$ cat src/rtl/a_mmul_ctrl_if.sv
// Control/memory-port bundle between the matrix-product sequencer, the A-ROM,
// the X-RAM, the MAC and the result store.
interface a_mmul_ctrl_if #(
  parameter int ROM_AW = 4,
  parameter int X_AW   = 4,
  parameter int R_AW   = 4
) ();
  // Handshake: start is a level request sampled every cycle and accepted only
  // while the sequencer is idle (busy=0); it is never queued. aload_done is a
  // level qualifier examined only before a run begins. done is a one-cycle
  // pulse that ends the busy window. rom_en/x_en, mac_en and res_we are
  // single-cycle strobes; the address or flag outputs that go with them are
  // meaningful only in cycles where the strobe is 1 and read 0 otherwise.
  logic              start;
  logic              aload_done;
  logic              busy;
  logic              done;
  logic              rom_en;
  logic [ROM_AW-1:0] rom_addr;
  logic              x_en;
  logic [X_AW-1:0]   x_addr;
  logic              mac_en;
  logic              mac_clr;
  logic              mac_last;
  logic              res_we;
  logic [R_AW-1:0]   res_addr;

  modport master (
    output start, aload_done,
    input  busy, done, rom_en, rom_addr, x_en, x_addr,
           mac_en, mac_clr, mac_last, res_we, res_addr
  );

  modport slave (
    input  start, aload_done,
    output busy, done, rom_en, rom_addr, x_en, x_addr,
           mac_en, mac_clr, mac_last, res_we, res_addr
  );
endinterface

$ cat src/rtl/a_mmul_ctrl.sv
// Matrix-product sequencer: walks r/c/k over A-ROM and X-RAM in lock-step and
// drives the MAC strobes and result writes, two pipeline stages behind issue.
module a_mmul_ctrl #(
  parameter int ROWS   = 4,
  parameter int K      = 4,
  parameter int COLS   = 4,
  parameter int ROM_AW = 4,
  parameter int X_AW   = 4,
  parameter int R_AW   = 4
) (
  input  logic         clk,
  input  logic         rst,
  a_mmul_ctrl_if.slave bus,
  output logic [2:0]   state_dbg
);

  localparam int RCW = (ROWS > 1) ? $clog2(ROWS) : 1;
  localparam int CCW = (COLS > 1) ? $clog2(COLS) : 1;
  localparam int KCW = (K > 1)    ? $clog2(K)    : 1;

  typedef enum logic [2:0] {
    S_IDLE      = 3'd0,
    S_WAIT_LOAD = 3'd1,
    S_RUN       = 3'd2,
    S_DRAIN     = 3'd3,
    S_DONE      = 3'd4
  } state_t;

  state_t          state_q, state_d;
  logic [RCW-1:0]  r_q;
  logic [CCW-1:0]  c_q;
  logic [KCW-1:0]  k_q;
  logic            drain_q;
  logic            issue;
  logic            k_first, k_last, c_last, r_last, last_issue;
  logic            mac_en_q, mac_clr_q, mac_last_q, res_we_q;
  logic [R_AW-1:0] res_addr_p, res_addr_q;

  always_comb begin
    k_first    = (k_q == '0);
    k_last     = (k_q == KCW'(K - 1));
    c_last     = (c_q == CCW'(COLS - 1));
    r_last     = (r_q == RCW'(ROWS - 1));
    last_issue = issue && k_last && c_last && r_last;
  end

  // State register
  always_ff @(posedge clk or negedge rst) begin
    if (!rst) state_q <= S_IDLE;
    else      state_q <= state_d;
  end

  // Next-state logic
  always_comb begin
    state_d = state_q;
    case (state_q)
      S_IDLE:      if (bus.start) state_d = bus.aload_done ? S_RUN : S_WAIT_LOAD;
      S_WAIT_LOAD: if (bus.aload_done) state_d = S_RUN;
      S_RUN:       if (last_issue) state_d = S_DRAIN;
      S_DRAIN:     if (drain_q) state_d = S_DONE;
      S_DONE:      state_d = S_IDLE;
      default:     state_d = S_IDLE;
    endcase
  end

  // Output logic: issue-side strobes and addresses are decoded from the state
  always_comb begin
    issue        = (state_q == S_RUN);
    bus.busy     = (state_q != S_IDLE);
    bus.done     = (state_q == S_DONE);
    bus.rom_en   = issue;
    bus.x_en     = issue;
    bus.rom_addr = '0;
    bus.x_addr   = '0;
    if (issue) begin
      bus.rom_addr = ROM_AW'(int'(k_q) * COLS + int'(c_q));
      bus.x_addr   = X_AW'(int'(r_q) * K + int'(k_q));
    end
    bus.mac_en   = mac_en_q;
    bus.mac_clr  = mac_clr_q;
    bus.mac_last = mac_last_q;
    bus.res_we   = res_we_q;
    bus.res_addr = res_addr_q;
    state_dbg    = state_q;
  end

  // Nested r/c/k counters; the final issue wraps all three back to zero.
  always_ff @(posedge clk or negedge rst) begin
    if (!rst) begin
      r_q     <= '0;
      c_q     <= '0;
      k_q     <= '0;
      drain_q <= 1'b0;
    end else begin
      drain_q <= (state_q == S_DRAIN) ? ~drain_q : 1'b0;
      if (issue) begin
        k_q <= k_last ? '0 : k_q + 1'b1;
        if (k_last) begin
          c_q <= c_last ? '0 : c_q + 1'b1;
          if (c_last) r_q <= r_last ? '0 : r_q + 1'b1;
        end
      end else begin
        r_q <= '0;
        c_q <= '0;
        k_q <= '0;
      end
    end
  end

  // Stage 1 aligns with memory read data; stage 2 with the registered accumulator.
  always_ff @(posedge clk or negedge rst) begin
    if (!rst) begin
      mac_en_q   <= 1'b0;
      mac_clr_q  <= 1'b0;
      mac_last_q <= 1'b0;
      res_addr_p <= '0;
      res_we_q   <= 1'b0;
      res_addr_q <= '0;
    end else begin
      mac_en_q   <= issue;
      mac_clr_q  <= issue && k_first;
      mac_last_q <= issue && k_last;
      res_addr_p <= issue ? R_AW'(int'(r_q) * COLS + int'(c_q)) : '0;
      res_we_q   <= mac_last_q;
      res_addr_q <= mac_last_q ? res_addr_p : '0;
    end
  end

endmodule

$ cat src/flat_wrapper.sv
// flat-port wrapper written by rule: the top's interface ports become plain ports
module a_mmul_ctrl_flat 
#(
  parameter int ROWS   = 4,
  parameter int K      = 4,
  parameter int COLS   = 4,
  parameter int ROM_AW = 4,
  parameter int X_AW   = 4,
  parameter int R_AW   = 4
)
  (clk, rst, state_dbg, bus_start, bus_aload_done, bus_busy, bus_done, bus_rom_en, bus_rom_addr, bus_x_en, bus_x_addr, bus_mac_en, bus_mac_clr, bus_mac_last, bus_res_we, bus_res_addr);
  a_mmul_ctrl_if #(.ROM_AW(ROM_AW), .X_AW(X_AW), .R_AW(R_AW)) bus_i ();
  input  logic clk;
  input  logic rst;
  output logic [2:0] state_dbg;
  input wire logic [$bits(bus_i.start)-1:0] bus_start;
  input wire logic [$bits(bus_i.aload_done)-1:0] bus_aload_done;
  output wire logic [$bits(bus_i.busy)-1:0] bus_busy;
  output wire logic [$bits(bus_i.done)-1:0] bus_done;
  output wire logic [$bits(bus_i.rom_en)-1:0] bus_rom_en;
  output wire logic [$bits(bus_i.rom_addr)-1:0] bus_rom_addr;
  output wire logic [$bits(bus_i.x_en)-1:0] bus_x_en;
  output wire logic [$bits(bus_i.x_addr)-1:0] bus_x_addr;
  output wire logic [$bits(bus_i.mac_en)-1:0] bus_mac_en;
  output wire logic [$bits(bus_i.mac_clr)-1:0] bus_mac_clr;
  output wire logic [$bits(bus_i.mac_last)-1:0] bus_mac_last;
  output wire logic [$bits(bus_i.res_we)-1:0] bus_res_we;
  output wire logic [$bits(bus_i.res_addr)-1:0] bus_res_addr;
  assign bus_i.start = bus_start;
  assign bus_i.aload_done = bus_aload_done;
  assign bus_busy = bus_i.busy;
  assign bus_done = bus_i.done;
  assign bus_rom_en = bus_i.rom_en;
  assign bus_rom_addr = bus_i.rom_addr;
  assign bus_x_en = bus_i.x_en;
  assign bus_x_addr = bus_i.x_addr;
  assign bus_mac_en = bus_i.mac_en;
  assign bus_mac_clr = bus_i.mac_clr;
  assign bus_mac_last = bus_i.mac_last;
  assign bus_res_we = bus_i.res_we;
  assign bus_res_addr = bus_i.res_addr;
  a_mmul_ctrl #(.ROWS(ROWS), .K(K), .COLS(COLS), .ROM_AW(ROM_AW), .X_AW(X_AW), .R_AW(R_AW)) u_core (.clk(clk), .rst(rst), .bus(bus_i), .state_dbg(state_dbg));
endmodule
$ cat config.mk
export PLATFORM = sky130hd
export DESIGN_NAME = a_mmul_ctrl_flat
export DESIGN_NICKNAME = d
export VERILOG_FILES = /design/src/rtl/a_mmul_ctrl_if.sv /design/src/rtl/a_mmul_ctrl.sv /design/src/flat_wrapper.sv
export SDC_FILE = /design/constraint.sdc
export NUM_CORES = 1
export LEC_CHECK = 0
export CAP_MARGIN = 20
export CORE_MARGIN = 2
export CORE_UTILIZATION = 40
export CTS_CLUSTER_DIAMETER = 150
export DETAILED_ROUTE_END_ITERATION = 8
export GPL_TIMING_DRIVEN = 0
export HOLD_SLACK_MARGIN = 0.15
export PLACE_DENSITY = 0.77
export SETUP_SLACK_MARGIN = 0.2
export SYNTH_ARGS = -nofsm -noshare
export SYNTH_HDL_FRONTEND = slang
export SYNTH_SLANG_ARGS = --single-unit
$ cat constraint.sdc
create_clock -name clk -period 1.8 [get_ports clk]
set_input_delay 0.54 -clock clk [delete_from_list [all_inputs] [get_ports clk]]
set_output_delay 0.54 -clock clk [all_outputs]
set_load 0.05 [all_outputs]
== After elaboration in Yosys (flattened, before gate mapping) ==
Cells that the tools add are included.

* Flip-flop bits (word level): 22
* Bits of input ports: 4
* Word-level logic and storage cells: 60

* Equal/unequal tests: 13
* Muxes and demuxes: 20
* Bitwise logic cells: 1
* $add $sub $neg: 6
* Reductions and logical operators: 9

{| class="wikitable"
|+ Operators by type and width
! kind !! number
|-
| 2-to-1 mux 2 bit || 10
|-
| 2-to-1 mux 4 bit || 4
|-
| adder 4 x 2 -> 4 bit || 3
|-
| 2-to-1 mux 3 bit || 4
|-
| one-hot mux 3 bit (4 select lines) || 1
|-
| inequality test 2 bit (second input constant) || 5
|-
| adder 2 x 1 -> 2 bit (second input constant) || 3
|-
| == test 2 bit (second input constant) || 3
|-
| == test 3 x 2 -> 1 bit (second input constant) || 2
|-
| logical AND 1 bit || 4
|-
| AND reduction 4 bit || 1
|-
| == test 3 x 1 -> 1 bit (second input constant) || 1
|-
| == test 3 bit (second input constant) || 1
|-
| zero test 3 bit || 1
|-
| nonzero test 3 bit || 1
|-
| zero test 2 bit || 1
|-
| inequality test 2 x 1 -> 1 bit (second input constant) || 1
|-
| AND reduction 2 bit || 1
|-
| 2-to-1 mux 1 bit || 1
|-
| inverter 1 bit || 1
|}

== Depth between registers and ports, before layout ==
Gate-level depths: netlist of the first run.

* Depth after elaboration: 6
* Gate-level depth with buffers: 5
* Mapped depth without buffers: 4

== Worst setup path before layout of the first run ==
No wires, ideal clock.

* Kind: register to output
* Start point: reg u_core.state_q[2] (netlist: u_core.state_dbg[2])
* End point: out bus_x_addr[1]
* Data arrival time: 2.241 ns
* Stages on the path, launching flop included: 6
* Path slack: -0.981 ns
* Data required time: 1.260 ns
* Cells stage by stage: dfrtp_1 nand2b_2 or2_1 buf_6 nor2_1 buf_4

* Longest elaborated chain between the ends: 2

{| class="wikitable"
|+ Ends and longest elaborated chain
! item !! line !! source
|-
| from (decl) || a_mmul_ctrl.sv:29 || <nowiki>state_t state_q, state_d;</nowiki>
|-
| from (signal assigned) || a_mmul_ctrl.sv:50 || <nowiki>else state_q <= state_d;</nowiki>
|-
| == test 3 x 2 -> 1 bit || a_mmul_ctrl.sv:68 || <nowiki>issue = (state_q == S_RUN);</nowiki>
|-
| 2-to-1 mux 4 bit || a_mmul_ctrl.sv:75 || <nowiki>if (issue) begin</nowiki>
|-
| to (decl) || flat_wrapper.sv:23 || <nowiki>output wire logic [$bits(bus_i.x_addr)-1:0] bus_x_addr;</nowiki>
|}

Every way passes these cells.

== Worst setup path in the final report of the first run ==
* Start point: reg u_core.state_q[2] (netlist: u_core.state_dbg[2])
* End point: out bus_x_addr[3]

Same word-level chain as after synthesis.

==> impl_results.md, run 1 <==
* Critical path launch point type: register
* Avg Cell Area, Syn at 11.91 µm²
* Initial antenna violation count at 0
* Worst VDD drop at 0.0009876 V
* Area Growth Syn to Fin at 63.73%
* Die width at 51.26 µm
* Fillcell total at 159
* Max cap viols at 0
* Worst-path clk slew at 0.12 ns
* Final setup viols at 12
* Total power at 2.434 mW
* DRC at 0
* Final Cycle Share at 118.5%
* Final setup margin at -0.3332 ns
* Yosys cell types at 23
* Yosys top cell area share at 61.62%
* Max incr delay on CP at 0.43 ns
* Inserted Clock Buffers at 3
* Post-Syn Area at 893.4 µm²
* WP data required at 1.26 ns
* Setup TNS at -3.297 ns
* Pwr dens at 1664 mW/mm²
* Synthesized flop and latch total at 22
* Total wire length at 1816 µm
* Largest cells by area after synthesis: dfrtp_1 62%, and2_1 7.7%, ha_1 5.6%, nor2_1 4.2%, mux2i_1 3.4%
* CTS tree: yes
* Inserted Diodes at 0
* Core Area at 0.002170 mm²
* Critical path capture point type: output port
* Clock sinks at 22
* Status: complete, but fails checks
* Mapped Nets at 83
* Layout cell share with drive strength beyond 1 at 48.74%
* Global-route wire length before repair at 2835 µm
* WL per Instance at 12.35 µm
* Crit path cell chain: nand2b_4 > or2_1 > buf_6 > clkinv_8 > and2_4 > buf_8
* Max Fclk at 468.8 MHz
* Register area share after synthesis at 61.62%
* Grt ovf at 0
* Nets@finish at 128
* Yosys top cell by area: dfrtp_1
* Pleak at 0.7158 nW
* CTS H-tree lvls at 1
* CP top delay family: simple AND/OR/NAND/NOR gates
* Synth top cells by count: 22 x dfrtp_1, 11 x and2_1, 10 x nor2_1, 4 x ha_1, 4 x nand2_1
* Clock Skews at 0.005188 ns
* Worst skew pair latency at 0.30 ns
* RSZ-0062 raised after global routing: true
* Die area at 0.002628 mm²
* Worst-path fanout max at 6
* Row count at 17
* Cells after synthesis at 75
* Rel. slew slack at 35.31%
* Violated checks: setup timing
* CP Data Arrival Time at 1.59 ns
* Ports at 27
* Crit Path Class: register to output port
* Vias at 686
* Final Wtd Congestion at 0.7587
* Avg Vias per Cell at 4.667
* IO Port Bufs at 26
* Largest net degree at the start of global routing at 23
* Worst hold path class: register to register
* Syn. warnings at 0
* Tmin final at 2.133 ns
* Post-synth top flop: dfrtp_1
* Slew @ Worst Pin at 0.9673 ns
* Antenna-violating nets left at 0
* Final Non-Filler Cells at 147
* All-layer global routing usage at 15.00%
* Buf/Inv on CP at 3
* Post-synth EDFFs at 0
* Final Hold Violating Endpoints at 0
* Initial DRC Count at 8
* Initial Utilization at 41.18%
* CTS Buffer Depth at 2
* Ys async rst share at 100.0%
* Slew Viols, Final at 0
* Slowest-stage cell, CP: dfrtp_2
* Placed insts at 129
* CTS root buf: clkbuf_4
* First-pass DRT Iterations at 5
* Vias in the first global route at 673
* Die height at 51.26 µm
* Post-DP HPWL at 1185 µm
* Most numerous cell in the Yosys netlist: dfrtp_1
[registers in the layout (all words and copies together) (netlist names)]
register             count
u_core.state_dbg         3
u_core.bus.mac_en        1
u_core.k_q               2
u_core.r_q               2
u_core.c_q               2
u_core.drain_q           1
u_core.bus.res_addr      4
u_core.bus.mac_clr       1
u_core.res_addr_p        4
u_core.bus.mac_last      1
u_core.bus.res_we        1
[per-layer routing]
layer,up-vias,track usage [%],wire (µm)
li1,329,-,-
met1,341,16.54,742
met2,14,26.62,988
met3,2,1.754,53
met4,0,10.53,31
met5,-,0,0
[worst register-to-register path: cells and delay by family, from the launching register on]
family,cells,cell delay [ns]
buf+inv,4,0.43
flops,1,0.43
simple gates,3,0.47
[cell type report]
type	count	area, µm²	area share, %
Buffer	5	52.55	3.593
Clock buffer	4	36.28	2.481
Inverter	3	23.77	1.625
Multi-Input combinational cell	45	329.1	22.50
Sequential cell	22	554.3	37.90
Tap cell	28	35.03	2.395
Timing Repair Buffer	39	415.4	28.40
Timing Repair inverter	1	16.27	1.112
[power breakdown]
| part | leakage (nW) | internal [mW] | total (mW) | switching [mW] |
|---|---|---|---|---|
| Clock | 0.0210 | 0.123 | 0.265 | 0.142 |
| Sequential | 0.293 | 0.585 | 0.664 | 0.0790 |
| Combinational | 0.402 | 0.661 | 1.50 | 0.843 |
| Total | 0.716 | 1.37 | 2.43 | 1.06 |
[cells by family after synthesis]
group,after synthesis,share of synthesized area [%]
and+or+nand+nor,34,20.31
DFF,22,61.62
buffers and inverters,8,6.022
AOI/OAI and AO/OA,4,3.082
adders and majority gates,4,5.602
muxes,3,3.361
[cells in the final DEF (no fill, tap or decap), types with 3 or more instances in the layout]
cell             Yosys  layout
buf_6                1       6
and2_4               0       4
clkdlybuf4s50_1      0       3
buf_4                3      12
buf_8                0       9
nor2_1              10       8
dfrtp_2              0       3
nand2_1              4       4
mux2i_1              3       3
ha_1                 4       4
and2_1              11       7
clkbuf_4             0       5
clkdlybuf4s15_2      0       6
dfrtp_1             22      19
[worst paths after layout]
kind | depth (start not counted) | slack [ns] | to | startpoint
worst max-delay path | 6 | -0.33 | bus_x_addr[3] | u_core.state_dbg[2]
worst min-delay path | 0 | 0.46 | u_core.bus.res_we | u_core.bus.mac_last
worst max register to register | 7 | 0.40 | u_core.k_q[1] | u_core.state_dbg[2]
worst min register to register | 0 | 0.46 | u_core.bus.res_we | u_core.bus.mac_last
max in group asynchronous | 1 | 0.40 | u_core.state_dbg[2] | rst
min in group asynchronous | 1 | 0.76 | u_core.state_dbg[1] | rst
[metrics by stage]
| stage | area (µm²) | utilization (%) | hold WS [ns] | setup slack (ns) |
|---|---|---|---|---|
| after floorplan | 947.2 | - | 0.2444 | -0.3188 |
| after global placement | 1242 | 57.27 | 0.4377 | -0.6943 |
| after detailed placement | 1242 | 57.27 | 0.4502 | -0.6972 |
| after CTS | 1375 | 63.38 | 0.4781 | -0.3277 |
| after global routing | 1463 | 67.42 | 0.4772 | -0.4118 |
| final | 1463 | 67.42 | 0.4616 | -0.3332 |
[what timing repair did]
item	4_1_cts	5_1_grt
buffers inserted	5	8
hold buffers	0	0
cloned	1	0
resized for setup	124	14
setup endpoints to repair	23	16
pin swaps	4	0
No activity file was read; power rests on OpenSTA's default activity.
==> run 2: changes to the inputs <==
Settings changed: CORE_UTILIZATION 40 to 45, PLACE_DENSITY 0.77 to 0.84.
==> run 2 against run 1 <==
Compared with the run above: flip-flop and latch count stayed put; routed wire length is 21% higher; first-iteration DRC count is 88% higher; power is 1.5% higher; combinational power is 3% higher; worst setup slack worse by 0.026 ns; the run still ends with setup timing left; sequential share of layout area is 0.81 points higher; utilization is 7.3 points higher; non-clock buffer count is 1 lower; highest routed layer unchanged; fmax is 1.2% lower; register-to-register slack hardly changed.
==> impl_results.md, run 2 (synthesis results as in run 1) <==
* Status: complete, but fails checks
* Violated checks: setup timing
* Final Wtd Congestion at 0.7580 (about the same)
* CP top delay family: simple AND/OR/NAND/NOR gates
* Avg Vias per Cell at 4.910 (+5.2%)
* CP Depth at 6 (unchanged)
* Largest net degree at the start of global routing at 23 (unchanged)
* IO Port Bufs at 26 (unchanged)
* Reg-to-reg endpoint: u_core.k_q[1]
* Critical path origin: u_core.state_dbg[2]
* DP Worst Slack at -0.7253 ns (-0.02818 ns)
* Critical path launch point type: register
* Worst-path clk slew at 0.12 ns (about the same)
* Final setup margin at -0.3588 ns (-0.02563 ns)
* Pleak at 0.7188 nW (+0.41%)
* RSZ-0062 raised after global routing: true
* Fillcell total at 131 (-18%)
* Max incr delay on CP at 0.43 ns (about the same)
* Initial DRC Count at 15 (+7)
* Vias in the first global route at 698 (+3.7%)
* DRC at 0 (unchanged)
* Tmin final at 2.159 ns (+0.02563 ns)
* Commonest cells after routing, fill and taps aside: 18 x dfrtp_1, 12 x buf_6, 10 x buf_8
* CTS root buf: clkbuf_4
* Placed insts at 128 (-0.78%)
* Final setup viols at 12 (unchanged)
* WHS at 0.4634 ns (+0.001835 ns)
* Crit path to: bus_x_addr[0]
* FF-to-FF Start: u_core.state_dbg[2]
* Max cap viols at 0 (unchanged)
* Pwr dens at 1722 mW/mm² (+3.5%)
* Crit Path Class: register to output port
* Worst reg-to-reg path cell count at 7 (unchanged)
* Area Growth Syn to Fin at 60.64%
* Max Fclk at 463.2 MHz (-1.2%)
* First-pass DRT Iterations at 4 (-1)
* Slew @ Worst Pin at 0.5116 ns (-0.4557 ns)
* All-layer global routing usage at 20.83% (+5.8 points)
* Crit path cell chain: nand2b_4 > or2_1 > buf_6 > nor2_4 > buf_6 > buf_8
* WP data required at 1.26 ns (about the same)
* Rel. slew slack at 66.03% (+31 points)
* Initial Utilization at 46.48% (+5.3 points)
* Grt ovf at 0 (unchanged)
* CTS Buffer Depth at 2 (unchanged)
* Worst skew pair latency at 0.32 ns (+0.02 ns)
* Clock sinks at 22 (unchanged)
* Vias at 712 (+3.8%)
* Setup TNS at -3.499 ns (-0.2024 ns)
* Total wire length at 2203 µm (+21%)
* Nets@finish at 127 (-0.78%)
* Inserted Clock Buffers at 3 (unchanged)
* Global-route wire length before repair at 3539 µm (+25%)
* Die area at 0.002358 mm² (-10%)
* CTS tree: yes
* CP Data Arrival Time at 1.62 ns (+0.03 ns)
* Inserted Diodes at 0 (unchanged)
* Clock Skews at 0.0008996 ns (-0.004288 ns)
* Slowest-stage cell, CP: dfrtp_2
* CTS H-tree lvls at 1 (unchanged)
* Row count at 16 (-1)
* R2r setup slk at 0.39 ns (about the same)
* Die width at 48.56 µm (-5.3%)
* Worst-path fanout max at 5 (-1)
* Final Cycle Share at 119.9% (+1.4 points)
* WL per Instance at 15.19 µm (+23%)
* Antenna-violating nets left at 0 (unchanged)
* Buf/Inv on CP at 3 (unchanged)
* Post-DP HPWL at 1222 µm (+3.2%)
* Worst VDD drop at 0.001021 V (+3.4%)
* Ports at 27 (unchanged)
* Core Area at 0.001922 mm² (-11%)
* Cell mode on critical path: buf_6
* Layout cell share with drive strength beyond 1 at 49.15% (+0.41 points)
* Worst hold path class: primary input to asynchronous set/reset pin
* Final Hold Violating Endpoints at 0 (unchanged)
* Slew Viols, Final at 0 (unchanged)
* Initial antenna violation count at 0 (unchanged)
* Final Non-Filler Cells at 145 (-1.4%)
* Die height at 48.56 µm (-5.3%)
* Critical path capture point type: output port
* Commonest non-fill, non-tap cell in the layout: dfrtp_1
[run 2: changes by cell type in the layout (fill, tap and decap cells not counted), sizes merged]
cell	before	now
clkdlybuf4s15	6	1
buf	31	35
clkbuf	7	6
clkdlybuf4s18	0	1
clkinv	2	1
inv	2	3
[run 2: final cells by class]
class	count	area (µm²)	area share, %
Tap cell	27	33.78	2.354
Timing Repair Buffer	38	386.6	26.94
Sequential cell	22	555.5	38.71
Multi-Input combinational cell	45	335.3	23.37
Timing Repair inverter	1	11.26	0.7847
Clock buffer	4	36.28	2.528
Inverter	3	23.77	1.656
Buffer	5	52.55	3.662
[run 2: stage by stage]
| stage | util [%] | power (mW) | cell area [µm²] |
|---|---|---|---|
| finish | 74.67 | 2.471 | 1435 |
| global route | 74.67 | 2.586 | 1435 |
| CTS | 71.68 | 2.285 | 1378 |
| detailed placement | 64.58 | 1.820 | 1241 |
| global placement | 64.58 | 1.791 | 1241 |
| floorplan | - | 1.492 | 947.2 |
[run 2: metal layers]
| metal | vias to the layer above | track usage, % | routed length (µm) |
|---|---|---|---|
| li1 | 327 | - | - |
| met1 | 365 | 24.33 | 874 |
| met2 | 16 | 35.19 | 1213 |
| met3 | 4 | 6.173 | 75 |
| met4 | 0 | 10.00 | 39 |
| met5 | - | 0 | 0 |
[run 2: repair_timing]
item,4_1_cts,5_1_grt
gates resized for setup,125,28
gates cloned,1,0
buffers inserted,5,6
hold buffers,0,0
pin swaps,4,2
hold endpoints to repair,0,0
endpoints found under the setup margin,23,22
[run 2: power by group]
part | switching [mW] | internal (mW) | leakage, nW
registers | 0.0630 | 0.585 | 0.291
logic | 0.889 | 0.652 | 0.407
clock network | 0.158 | 0.124 | 0.0210
total | 1.11 | 1.36 | 0.719
[run 2: worst min-delay path by stage]
stage | startpoint | to | depth (start not counted)
2_1_floorplan | rst | u_core.bus.mac_clr | 0
3_5_place_dp | u_core.res_addr_p[1] | u_core.bus.res_addr[1] | 1
3_3_place_gp | u_core.bus.mac_last | u_core.bus.res_we | 0
5_1_grt | rst | u_core.bus.mac_last | 1
4_1_cts | u_core.res_addr_p[1] | u_core.bus.res_addr[1] | 1
6_report | rst | u_core.bus.mac_last | 1
[run 2: worst register-to-register path, cell delays in order, from the launching register on]
cell and delay [ns]:
dfrtp_2 0.43, nand2b_4 0.14, or2_1 0.21, buf_6 0.15, buf_4 0.16, inv_8 0.06, buf_4 0.09, and2_1 0.12
